[src/rtl/counter_pkg.sv]
// Shared definitions for the counter family.
// Contents:
//   MODE_WRAP / MODE_SAT : values of the sat_mode input
//   DIR_DOWN / DIR_UP    : values of the up input
//   step_t, next_step()  : one enabled counting step, including clamping and
//                          boundary detection. Works on 32-bit operands so that
//                          any counter width up to 32 can reuse it.
package counter_pkg;

  localparam logic MODE_WRAP = 1'b0;
  localparam logic MODE_SAT  = 1'b1;
  localparam logic DIR_DOWN  = 1'b0;
  localparam logic DIR_UP    = 1'b1;

  localparam int unsigned MAX_WIDTH = 32;

  typedef struct packed {
    logic [MAX_WIDTH-1:0] count;
    logic                 boundary;  // step hit limit (up) or zero (down)
  } step_t;

  // Result of one enabled step. Operands are zero-extended by the caller.
  // A count above limit (limit lowered at runtime) is pulled back to limit,
  // and that is not a boundary event.
  function automatic step_t next_step(
    input logic [MAX_WIDTH-1:0] count,
    input logic [MAX_WIDTH-1:0] limit,
    input logic                 up,
    input logic                 sat_mode
  );
    step_t r;
    r.count    = count;
    r.boundary = 1'b0;
    if (count > limit) begin
      r.count = limit;
    end else if (up == DIR_UP) begin
      if (count == limit) begin
        r.boundary = 1'b1;
        r.count    = (sat_mode == MODE_SAT) ? limit : '0;
      end else begin
        // count < limit, so the sum never exceeds limit or the counter width.
        r.count = count + 1'b1;
      end
    end else begin
      if (count == '0) begin
        r.boundary = 1'b1;
        r.count    = (sat_mode == MODE_SAT) ? '0 : limit;
      end else begin
        r.count = count - 1'b1;
      end
    end
    return r;
  endfunction

endpackage

[src/rtl/param_updown_counter.sv]
// Parametrised loadable up/down counter with runtime limit, wrap/saturate
// mode, terminal-count pulse and sticky overflow flag.
// Ports:
//   clk      : rising-edge clock
//   rst      : asynchronous active-low reset
//   load, d  : synchronous load (value clamped to limit), wins over en
//   en, up   : count enable and direction (1 = up)
//   sat_mode : 0 = wrap at boundary, 1 = saturate at boundary
//   limit    : inclusive maximum count
//   clr_ovf  : synchronous clear of ovf (a same-edge boundary event wins)
//   count    : registered count
//   tc       : registered one-cycle pulse per boundary event
//   ovf      : sticky boundary flag
//   at_max   : count == limit (combinational)
//   at_zero  : count == 0 (combinational)
module param_updown_counter
  import counter_pkg::*;
#(
  parameter int unsigned WIDTH   = 4,
  parameter int unsigned RST_VAL = 0
) (
  input  logic             clk,
  input  logic             rst,
  input  logic             load,
  input  logic [WIDTH-1:0] d,
  input  logic             en,
  input  logic             up,
  input  logic             sat_mode,
  input  logic [WIDTH-1:0] limit,
  input  logic             clr_ovf,
  output logic [WIDTH-1:0] count,
  output logic             tc,
  output logic             ovf,
  output logic             at_max,
  output logic             at_zero
);

  logic [WIDTH-1:0] count_nxt;
  logic             tc_nxt;
  logic             ovf_nxt;
  step_t            step;

  assign step = next_step(MAX_WIDTH'(count), MAX_WIDTH'(limit), up, sat_mode);

  // NOTE: every output of this block is given a default first, so no path
  // leaves a variable unassigned and no latch is inferred.
  always_comb begin
    count_nxt = count;
    tc_nxt    = 1'b0;
    ovf_nxt   = ovf & ~clr_ovf;
    if (load) begin
      count_nxt = (d > limit) ? limit : d;
    end else if (en) begin
      count_nxt = step.count[WIDTH-1:0];
      tc_nxt    = step.boundary;
      if (step.boundary) begin
        ovf_nxt = 1'b1;  // set wins over a simultaneous clear
      end
    end
  end

  // NOTE: state registers use non-blocking assignments so every flop samples
  // pre-edge values regardless of statement order.
  always_ff @(posedge clk or negedge rst) begin
    if (!rst) begin
      count <= WIDTH'(RST_VAL);
      tc    <= 1'b0;
      ovf   <= 1'b0;
    end else begin
      count <= count_nxt;
      tc    <= tc_nxt;
      ovf   <= ovf_nxt;
    end
  end

  assign at_max  = (count == limit);
  assign at_zero = (count == '0);

endmodule
[config.mk]
export PLATFORM = sky130hd
export DESIGN_NAME = param_updown_counter
export DESIGN_NICKNAME = d
export VERILOG_FILES = /design/src/rtl/counter_pkg.sv /design/src/rtl/param_updown_counter.sv
export SDC_FILE = /design/constraint.sdc
export NUM_CORES = 1
export LEC_CHECK = 0
export ABC_AREA = 1
export CAP_MARGIN = 20
export CORE_MARGIN = 1
export CORE_UTILIZATION = 51
export CTS_BUF_LIST = sky130_fd_sc_hd__clkbuf_4
export DETAILED_ROUTE_END_ITERATION = 8
export GPL_ROUTABILITY_DRIVEN = 0
export PLACE_DENSITY_LB_ADDON = 0.25
export SYNTH_ARGS = -nofsm -noshare
export SYNTH_HDL_FRONTEND = slang
export SYNTH_SLANG_ARGS = --single-unit
[constraint.sdc]
create_clock -name clk -period 1.7 [get_ports clk]
set_input_delay 0.17 -clock clk [delete_from_list [all_inputs] [get_ports clk]]
set_output_delay 0.17 -clock clk [all_outputs]
set_load 0.03 [all_outputs]
Word level (Yosys, flattened, before mapping) --
Cells that the tools add are included.
Word-level totals: flip-flop bits (word level) 6, word-level logic and storage cells 29
Cells by class: $add $sub $neg 2, bitwise gates (word level) 2, magnitude comparators 2, mux-type cells 17, eq/ne operators 1, reductions and logical operators 2
Operators with widths (number):
- 4-bit two-way mux | 8
- 4-bit > comparator | 2
- 1-bit two-way mux | 8
- 5-bit two-way mux | 1
- 4-bit by 1-bit adder with 4-bit output, second input constant | 1
- 4-bit equality test | 1
- 4-bit logical NOT | 1
- 4-bit by 1-bit subtractor with 4-bit output, second input constant | 1
- 2-bit nonzero test | 1
- 1-bit bitwise AND | 1
- 1-bit inverter | 1

Longest topological paths before layout --
depth after elaboration 7, depth in mapped cells 13, gate-level depth less buffers 13

Worst setup path before layout --
OpenSTA, ideal clock, no wires.
kind register -> register, from register count[0], to register count[3], arrival time 1827 ps, cell stages (with the launch flop) 12, required time 1582 ps, slack -246 ps, period minus slack after synthesis 1946 ps, path through dfrtp_1 -> inv_1 -> ha_1 -> nand2_1 -> nor2_4 -> nor2_1 -> nand2_1 -> nand3_1 -> nor2_1 -> nor2_1 -> nor2_1 -> nor2_1
Between the ends: word-level cells in the longest chain between the ends 6, elaborated cells on any way between the ends 11, classes of those cells 2 x add/sub; 1 x order compare; 1 x eq/ne; 6 x mux; 1 x reduce/logical
RTL lines:
- from (decl) | RTL line param_updown_counter.sv:31 | output logic [WIDTH-1:0] count,
- from (signal assigned) | RTL line param_updown_counter.sv:66 | count <= WIDTH'(RST_VAL);
- from (signal assigned) | RTL line param_updown_counter.sv:70 | count <= count_nxt;
- 4-bit equality test
- named net at_max | RTL line param_updown_counter.sv:34 | output logic at_max,
- 4-bit two-way mux | RTL line counter_pkg.sv:37 | if (count == limit) begin
- 5-bit two-way mux | RTL line counter_pkg.sv:36 | end else if (up == DIR_UP) begin
- 4-bit two-way mux | RTL line counter_pkg.sv:34 | if (count > limit) begin
- 4-bit two-way mux | RTL line param_updown_counter.sv:53 | end else if (en) begin
- 4-bit two-way mux | RTL line param_updown_counter.sv:51 | if (load) begin
The timed path passes the listed nets, and every way through them passes these cells. The select of a mux whose other input is x is not followed. A chain may end at the register's enable or synchronous reset.

Worst setup path in the final report --
from register count[1], to register count[0]
Between the ends: word-level cells in the longest chain between the ends 6, elaborated cells on any way between the ends 9, classes of those cells 1 x order compare; 1 x eq/ne; 6 x mux; 1 x reduce/logical
RTL lines (RTL line):
- 4-bit equality test / 4-bit logical NOT (equally long branches) | counter_pkg.sv:37, counter_pkg.sv:45
- 4-bit two-way mux (on tied branches) | counter_pkg.sv:37, counter_pkg.sv:45
- 5-bit two-way mux | counter_pkg.sv:36
- 4-bit two-way mux (*) | counter_pkg.sv:34
- 4-bit two-way mux (*) | param_updown_counter.sv:53
- 4-bit two-way mux (*) | param_updown_counter.sv:51
Every way passes the cells marked *; elsewhere a longest branch is shown, timed or not. The select of a mux whose other input is x is not followed.

==> impl_metrics.ini <==
[power_and_ir_drop]
power_uw = 1270
leakage_uw = 0.000756
p_seq_frac = 0.168
switching_share = 0.477
pwr-share-clk = 0.123
vdd_drop_max_uv = 957
intPower_uw = 665
powerDensity_nw_per_um2 = 924
combPwrFrac = 0.709
power_switching_uw = 607

[synthesis]
ys_seq_area_frac = 0.162
async_reset_ff_frac = 1.00
syn_avg_cell_area_sq_um = 5.89
syn_area_sq_um = 925
synthDistinctLibCells = 21
synth_area_leaders = nand2_1 (19%), dfrtp_1 (16%), ha_1 (14%)
syn_nets = 182
yosys.area.top_type = nand2_1
synth_common_cells = nand2_1 (47), inv_1 (25), nor2_1 (20)
synth_edf_count = 0
ys_warn_count = 0
synth_top_area_share = 0.191
synth_most_common_cell = nand2_1
synth_seq_cells = 6
synth_cells = 157
synth_flop_cell = dfrtp_1

[timing]
layout_min_cycle_time_ps = 1760
slew_headroom = 0.769
clock.fmax_mhz = 569
finalCritPeriodShare = 1.03
grt_setup_unrepaired = true
setup_viol = 2
whs_ps = 156
worstMarginPinSlew_ps = 346
skew_ps = 10.6
drv_slew = 0
hold_viol_final = 0
worst_slack_ps = -58.4

[critical_path]
startpoint_type = flip-flop
cp_max_fo = 6
worstSetupEndpointType = flip-flop
worstSetupPathType = flip-flop to flip-flop
timing.rr.start = count[1]$_DFFE_PN0P_
critPathLaunch = count[1]$_DFFE_PN0P_
critical_path_arrival_ps = 1930
critPathRequiredTime_ps = 1880

[routing]
drt_iter0_markers = 42
vias_per_cell = 5.16
vias = 1150
ant_nets = 0
wl_per_cell_um = 11.7
drc = 0
wl_mm = 2.61
first_pass_iters = 4

[cells_and_area]
syn_to_final_growth_pct = 48.8
fin_cells = 223
fin_area_sq_um = 1380
layout-drive-gt1-share = 0.263
antenna_cells = 0
fin_nets = 224

[cts]
cts_made_buffers = 3
clk_latency_ps = 250
clkTransAtPathRegs_ps = 50
hold_buffers = 0
cts_tree = yes
root_buffer = clkbuf_4
h-tree-depth = 1
ctsLongestPathBuffers = 2
clock-sinks = 6

[floorplan]
coreArea_sq_um = 1710
rows = 15
io_pins = 23
dieWidth_um = 44.6
start_util = 0.541
die_area_sq_um = 1990
die_y_um = 44.6

[grt]
grt_pass1_wl_mm = 3.84
grt_pass1_vias = 916
grt_usage = 0.259
gr-total-overflow = 0
grt_max_degree = 10
antenna_found_initial = 0

[placement]
dp.cells = 214
dp_hpwl_mm = 1.95
placed_cell_area_sq_um = 1290
place_ws_ps = -337
io_buffers = 22

[outcome]
violations = negative setup slack
status = finished, violations left

[worst_hold_path]
hold_path_class = input pin to async pin

[job]
maxCapViolCount = 0
cells in the final DEF (no fill, tap or decap):
master | synthesis | routed
o21bai_1 | 2 | 2
o21ai_1 | 2 | 2
inv_2 | 1 | 3
buf_4 | 0 | 17
nand3_2 | 1 | 2
ha_1 | 10 | 8
xor2_1 | 1 | 1
a21oi_1 | 6 | 6
nor2_2 | 2 | 3
buf_12 | 0 | 1
a21oi_2 | 2 | 2
nand2_1 | 47 | 46
dfrtp_1 | 6 | 3
nor3_2 | 1 | 1
nand2_2 | 9 | 9
nand4_1 | 3 | 3
dlymetal6s2s_1 | 0 | 1
nor2_1 | 20 | 18
ha_4 | 0 | 2
dfrtp_2 | 0 | 3
clkbuf_4 | 0 | 4
inv_1 | 25 | 22
inv_4 | 0 | 1
dlygate4sd2_1 | 0 | 2
clkdlybuf4s50_1 | 0 | 17
nand3_1 | 15 | 14
nor2_4 | 1 | 2
o21ai_0 | 1 | 1
nand2_4 | 0 | 1
o21ai_2 | 1 | 1
path summary, 6_finish.rpt:
check                                            end  slack, ps  cells after the start
worst min-delay path            count[1]$_DFFE_PN0P_        160                      1
max in group asynchronous       count[3]$_DFFE_PN0P_       1320                      1
worst max-delay path            count[0]$_DFFE_PN0P_        -60                     13
worst min register to register         ovf$_DFF_PN0_        530                      2
min in group clk                       ovf$_DFF_PN0_        490                      2
worst max register to register  count[0]$_DFFE_PN0P_        -60                     13
registers in the layout, summed over array words and instances, names as in the netlist:
signal,flops
count,4
ovf,1
tc,1
metal layers:
layer | vias to the layer above | share of wire | global-route usage
li1 | 576 | - | -
met1 | 512 | 0.40 | 0.326
met2 | 52 | 0.50 | 0.479
met3 | 10 | 0.068 | 0.0531
met4 | 0 | 0.025 | 0
met5 | - | 0 | 0
power by group through the flow:
stage          clock, uW  sequential [uW]  combinational, uW
3_5_place_dp           0              215                821
5_1_grt              173              215                985
4_1_cts              161              213                848
2_1_floorplan          0              285                487
6_report             157              214                902
3_3_place_gp           0              214                798
what timing repair did:
action	in CTS	in global routing
resized for setup	3	4
setup buffers	2	3
pin swaps	1	8
setup endpoints to repair	6	6
through the flow:
stage	utilization	TNS (ps)
floorplan	-	-42.5
global placement	0.755	-1560
detailed placement	0.755	-1770
CTS	0.787	0
global route	0.806	-392
finish	0.806	-94.9
critical path, stage by stage (launching register included):
cell and delay, ps:
dfrtp_2 460, ha_4 300, nand2_4 50, nor2_4 160, buf_12 130, buf_4 100, nand2_2 30, nand2_1 50
nand2_1 40, nand2_1 60, nand2_1 60, nand2_1 60, nand2_1 60, a21oi_2 100
cell type report:
cell class,count,area (sq um)
flip-flops and latches,6,154
multi-input cells,124,713
inverters,26,100
well taps,25,31.3
repair buffers,38,348
fillers,125,332
clock buffers,4,30.0
cell families after synthesis:
logic type / count (synthesis) / synth area share
buffers and inverters: 27 / 0.118
AND/OR/NAND/NOR: 99 / 0.482
AO/OA/AOI/OAI: 14 / 0.0934
XOR/XNOR: 1 / 0.00947
flip-flops: 6 / 0.162
adder cells (fa/ha/maj): 10 / 0.135
(Power assumes the default switching activity.)
==> variant 1: new RTL, same flow settings <==
Put a register stage on the outputs `at_max` and `at_zero`, cleared by the reset. The values now appear one clock later. The other outputs are not delayed to match. Comments in the files are not updated.
--- a/src/rtl/param_updown_counter.sv
+++ b/src/rtl/param_updown_counter.sv
@@ -73,7 +73,14 @@
     end
   end
 
-  assign at_max  = (count == limit);
-  assign at_zero = (count == '0);
+  always_ff @(posedge clk or negedge rst) begin
+    if (!rst) begin
+      at_max  <= '0;
+      at_zero <= '0;
+    end else begin
+      at_max  <= (count == limit);
+      at_zero <= (count == '0);
+    end
+  end
 
 endmodule
Check against the original RTL: not equivalent (a bounded check fails within 4 cycles, from zero or initial values and one cycle with rst low).
==> variant 1 against the unedited design <==
- sequential cell count is 2 higher
- area after synthesis is 3.4% higher
- utilization is 2.2 points lower
- critical endpoint is now count[3]
- wire length is 1.0% higher
- combinational power is 2.3% higher
- first-iteration DRC count is 7.1% lower
- power is 5.1% higher
- final area is 0.64% lower
- setup slack better by 110 ps
- via count is 0.70% lower
- global-route usage is 2.0 points higher
- hold slack better by 40 ps
- sequential power is 25% higher
==> variant 1: results <==
[run_status]
status = "finished clean"

[critical_path]
r2r_slack_ps = 60
worstPathMaxFanout = 6
reg2reg_from = "count[3]$_DFFE_PN0P_"
arrival_ps = 1480
reg2reg_depth = 12
slowest_stage = "clkdlybuf4s50_1"
slowest_delay_ps = 670
r2r_end = "count[2]$_DFFE_PN0P_"

[finish]
largest_reg_flops = 4
num-fill-cells = 130
drive_gt1_share_pct = 20.1
stdcell_count = 219
largest_register = "count"
antennaDiodeCount = 0

[clocking]
clock_path_buffers = 2
insertion_delay_ps = 250
cts_buffers = 3
cts_root_buffer = "clkbuf_4"
clkTransAtPathRegs_ps = 60
htreeDepth = 1

[synth]
ys_types = 20
ys_top_cells_by_count = "nand2_1, inv_1, nand3_1, nor2_1, ha_1"
synthCells = 157
yosysWarnings = 0
synth-seq-area-share_pct = 20.9
yosys_most_used_dff = "dfrtp_1"
syn_nets = 182
yosys-top-cells-area = "nand2_1, dfrtp_1, ha_1"
yosysMostFrequentCell = "nand2_1"
synth_async_sr_flop_share_pct = 100

[drt]
wl_mm = 2.63
wl_met3_um = 143
dr_total_vias = 1142
m1WireLength_mm = 1.11
drt_iter0_drc = 39
drt-pass1-iter-count = 4
dr.max_layer_used = "met4"
met2RoutedLength_mm = 1.34

[sta]
finClkSkew_ps = 3.72
fin_crit_ps = 1650
worst_pin_slew_ps = 370

[global_routing]
grt_pass1_wl_mm = 4.08
antenna_found_initial = 0
grt_util_all_layers_pct = 27.9
grt_max_degree = 10
grt_pass1_vias = 985

[power]
p_leak_nw = 0.772
ir_drop_mv = 0.794

[placement]
io_buffers = 22
placed_area_mm2 = 0.00129
place_hpwl_mm = 2.08
dp_slack_ps = -381

[worst_hold_path]
hold_path_class = "input pin to asynchronous set/reset pin"
-- variant 1: repair_timing --
action                                  CTS  global route
hold endpoints to repair                  0             0
cloned                                    0             0
pin swaps                                 1             3
gates resized for setup                   5             9
endpoints found under the setup margin    5             7
buffers inserted                          1             0
-- variant 1: through the flow --
stage               utilization, %  hold slack [ps]
finish                        78.4              196
global route                  78.4              206
CTS                           76.3              200
detailed placement            73.8              473
global placement              73.8              459
floorplan                        -             -126
-- variant 1: logic make-up after synthesis --
family / count (synthesis) / share of synthesized area (%)
simple gates: 100 / 47.1
compound gates: 10 / 6.15
fa+ha+maj: 10 / 13.1
flops: 8 / 20.9
xor+xnor: 1 / 0.916
buf+inv: 28 / 11.8
-- variant 1: critical path, delay by kind of cell, from the launching register on --
kind,cells,cell delay (ps)
DFF,1,390
buffers and inverters,2,830
-- variant 1: final cells by class --
type,instances,share of cell area (%)
multi-input cells,121,50.1
repair buffers,35,23.4
flip-flops and latches,8,14.9
inverters,27,7.59
well taps,25,2.29
clock buffers,3,1.65
-- variant 1: how the worst max path moves through the flow --
| stage | from | to | cells past startpoint |
|---|---|---|---|
| CTS | limit[1] | count[1]$_DFFE_PN0P_ | 13 |
| detailed placement | limit[3] | count[2]$_DFFE_PN0P_ | 14 |
| global placement | limit[3] | count[2]$_DFFE_PN0P_ | 14 |
| floorplan | count[1]$_DFFE_PN0P_ | count[3]$_DFFE_PN0P_ | 10 |
| global route | d[3] | count[3]$_DFFE_PN0P_ | 11 |
| finish | count[3]$_DFFE_PN0P_ | count[3] | 2 |
-- variant 1: routing by layer --
layer  GRT usage [%]  up-vias
met1            34.3      522
li1                -      566
met3            7.60        4
met2            47.0       50
met5               0        -
met4            9.09        0
-- variant 1: power by group --
group	internal (mW)	switching, mW
clock	0.0808	0.0647
sequential	0.233	0.0357
combinational	0.378	0.545
==> variant 2: new RTL, config.mk and constraints unchanged <==
Without the edit above. Change the parameter `WIDTH` from 4 to 3.
--- a/src/rtl/param_updown_counter.sv
+++ b/src/rtl/param_updown_counter.sv
@@ -16,7 +16,7 @@
 module param_updown_counter
   import counter_pkg::*;
 #(
-  parameter int unsigned WIDTH   = 4,
+  parameter int unsigned WIDTH   = 3,
   parameter int unsigned RST_VAL = 0
 ) (
   input  logic             clk,
Ports: changed (resized count, d and limit); port bits go from 23 to 20. No check against the original RTL was run, so the function may have changed too.
==> variant 2 against the unedited design <==
- combinational power down 16%
- fmax increased by 7.4%
- count of clock-buffer cells in the layout unchanged
- power down 13%
- sequential power fell by 15%
- area after synthesis fell by 27%
- final area decreased by 26%
- first-iteration DRC count did not move
- setup slack improved by 120 ps
- sequential cell count is 1 lower
- wire length shrank 25%
- critical path type is now register to primary output
==> variant 2: results <==
[run_status]
status = "finished clean"

[finish]
reg_top3 = "count: 3 flops, ovf: 1 flops, tc: 1 flops"
drive_gt1_share_pct = 22.0
clock_cell_area_share_pct = 2.96
multi_input_area_share_pct = 50.7
largest_reg_flops = 3
final_nets = 164
n_all_buffers = 27
buffer_area_share_pct = 24.2
antennaDiodeCount = 0
multi_input_gates = 85
regArea_um2 = 128

[sta]
worst_pin_slew_ps = 313
finClkSkew_ps = 0.503

[global_routing]
grt_pass1_wl_mm = 3.00
grt_pass1_vias = 728
grt_max_degree = 8
grt_util_all_layers_pct = 31.0

[synth]
ys_top_cells_by_count = "nand2_1, inv_1, nand3_1, nor2_1, ha_1"
ys_ff_latch = 5
synth-seq-area-share_pct = 18.7
syn_nets = 132
yosys-top-cells-area = "nand2_1, dfrtp_1, ha_1"
synth-xor-area-share_pct = 1.31
synth_compound_gate_area_share_pct = 8.21
synth_adder_area_share_pct = 16.8
ys_types = 15

[critical_path]
crit_family = "buffers and inverters"
reg2reg_depth = 12
worstPathMaxFanout = 4

[drt]
wl_mm = 1.96
drt_iter0_drc = 42
vias_per_cell = 5.27
drt-pass1-iter-count = 4

[power]
p_leak_nw = 0.539
ir_drop_mv = 0.621

[placement]
place_hpwl_mm = 1.44
dp_slack_ps = -266

[clocking]
cts_setup_buffers = 1
[variant 2: final timing paths]
path / from / to / slack, ps
max in group asynchronous: rst / count[2]$_DFFE_PN0P_ / 1340
hold / removal: rst / tc$_DFF_PN0_ / 140
setup reg to reg: count[0]$_DFFE_PN0P_ / count[1]$_DFFE_PN0P_ / 80
setup / recovery: count[0]$_DFFE_PN0P_ / at_max / 60
min in group clk: clr_ovf / ovf$_DFF_PN0_ / 510
hold reg to reg: count[0]$_DFFE_PN0P_ / count[0]$_DFFE_PN0P_ / 560
[variant 2: where the power goes]
part	switching (mW)	internal, mW
sequential	0.0333	0.148
combinational	0.437	0.323
clock	0.0667	0.106
[variant 2: per-layer routing]
metal  GRT usage, %  wire length, µm
met4           12.5               76
met2           60.6              963
met3           4.65              144
met1           31.9              774
met5              0                0
[variant 2: stage by stage]
stage	cells	utilization, %	cell area (µm²)
floorplan	110	-	677
global placement	150	79.6	932
detailed placement	150	79.6	932
CTS	155	84.9	995
global route	155	86.5	1010
finish	155	86.5	1010
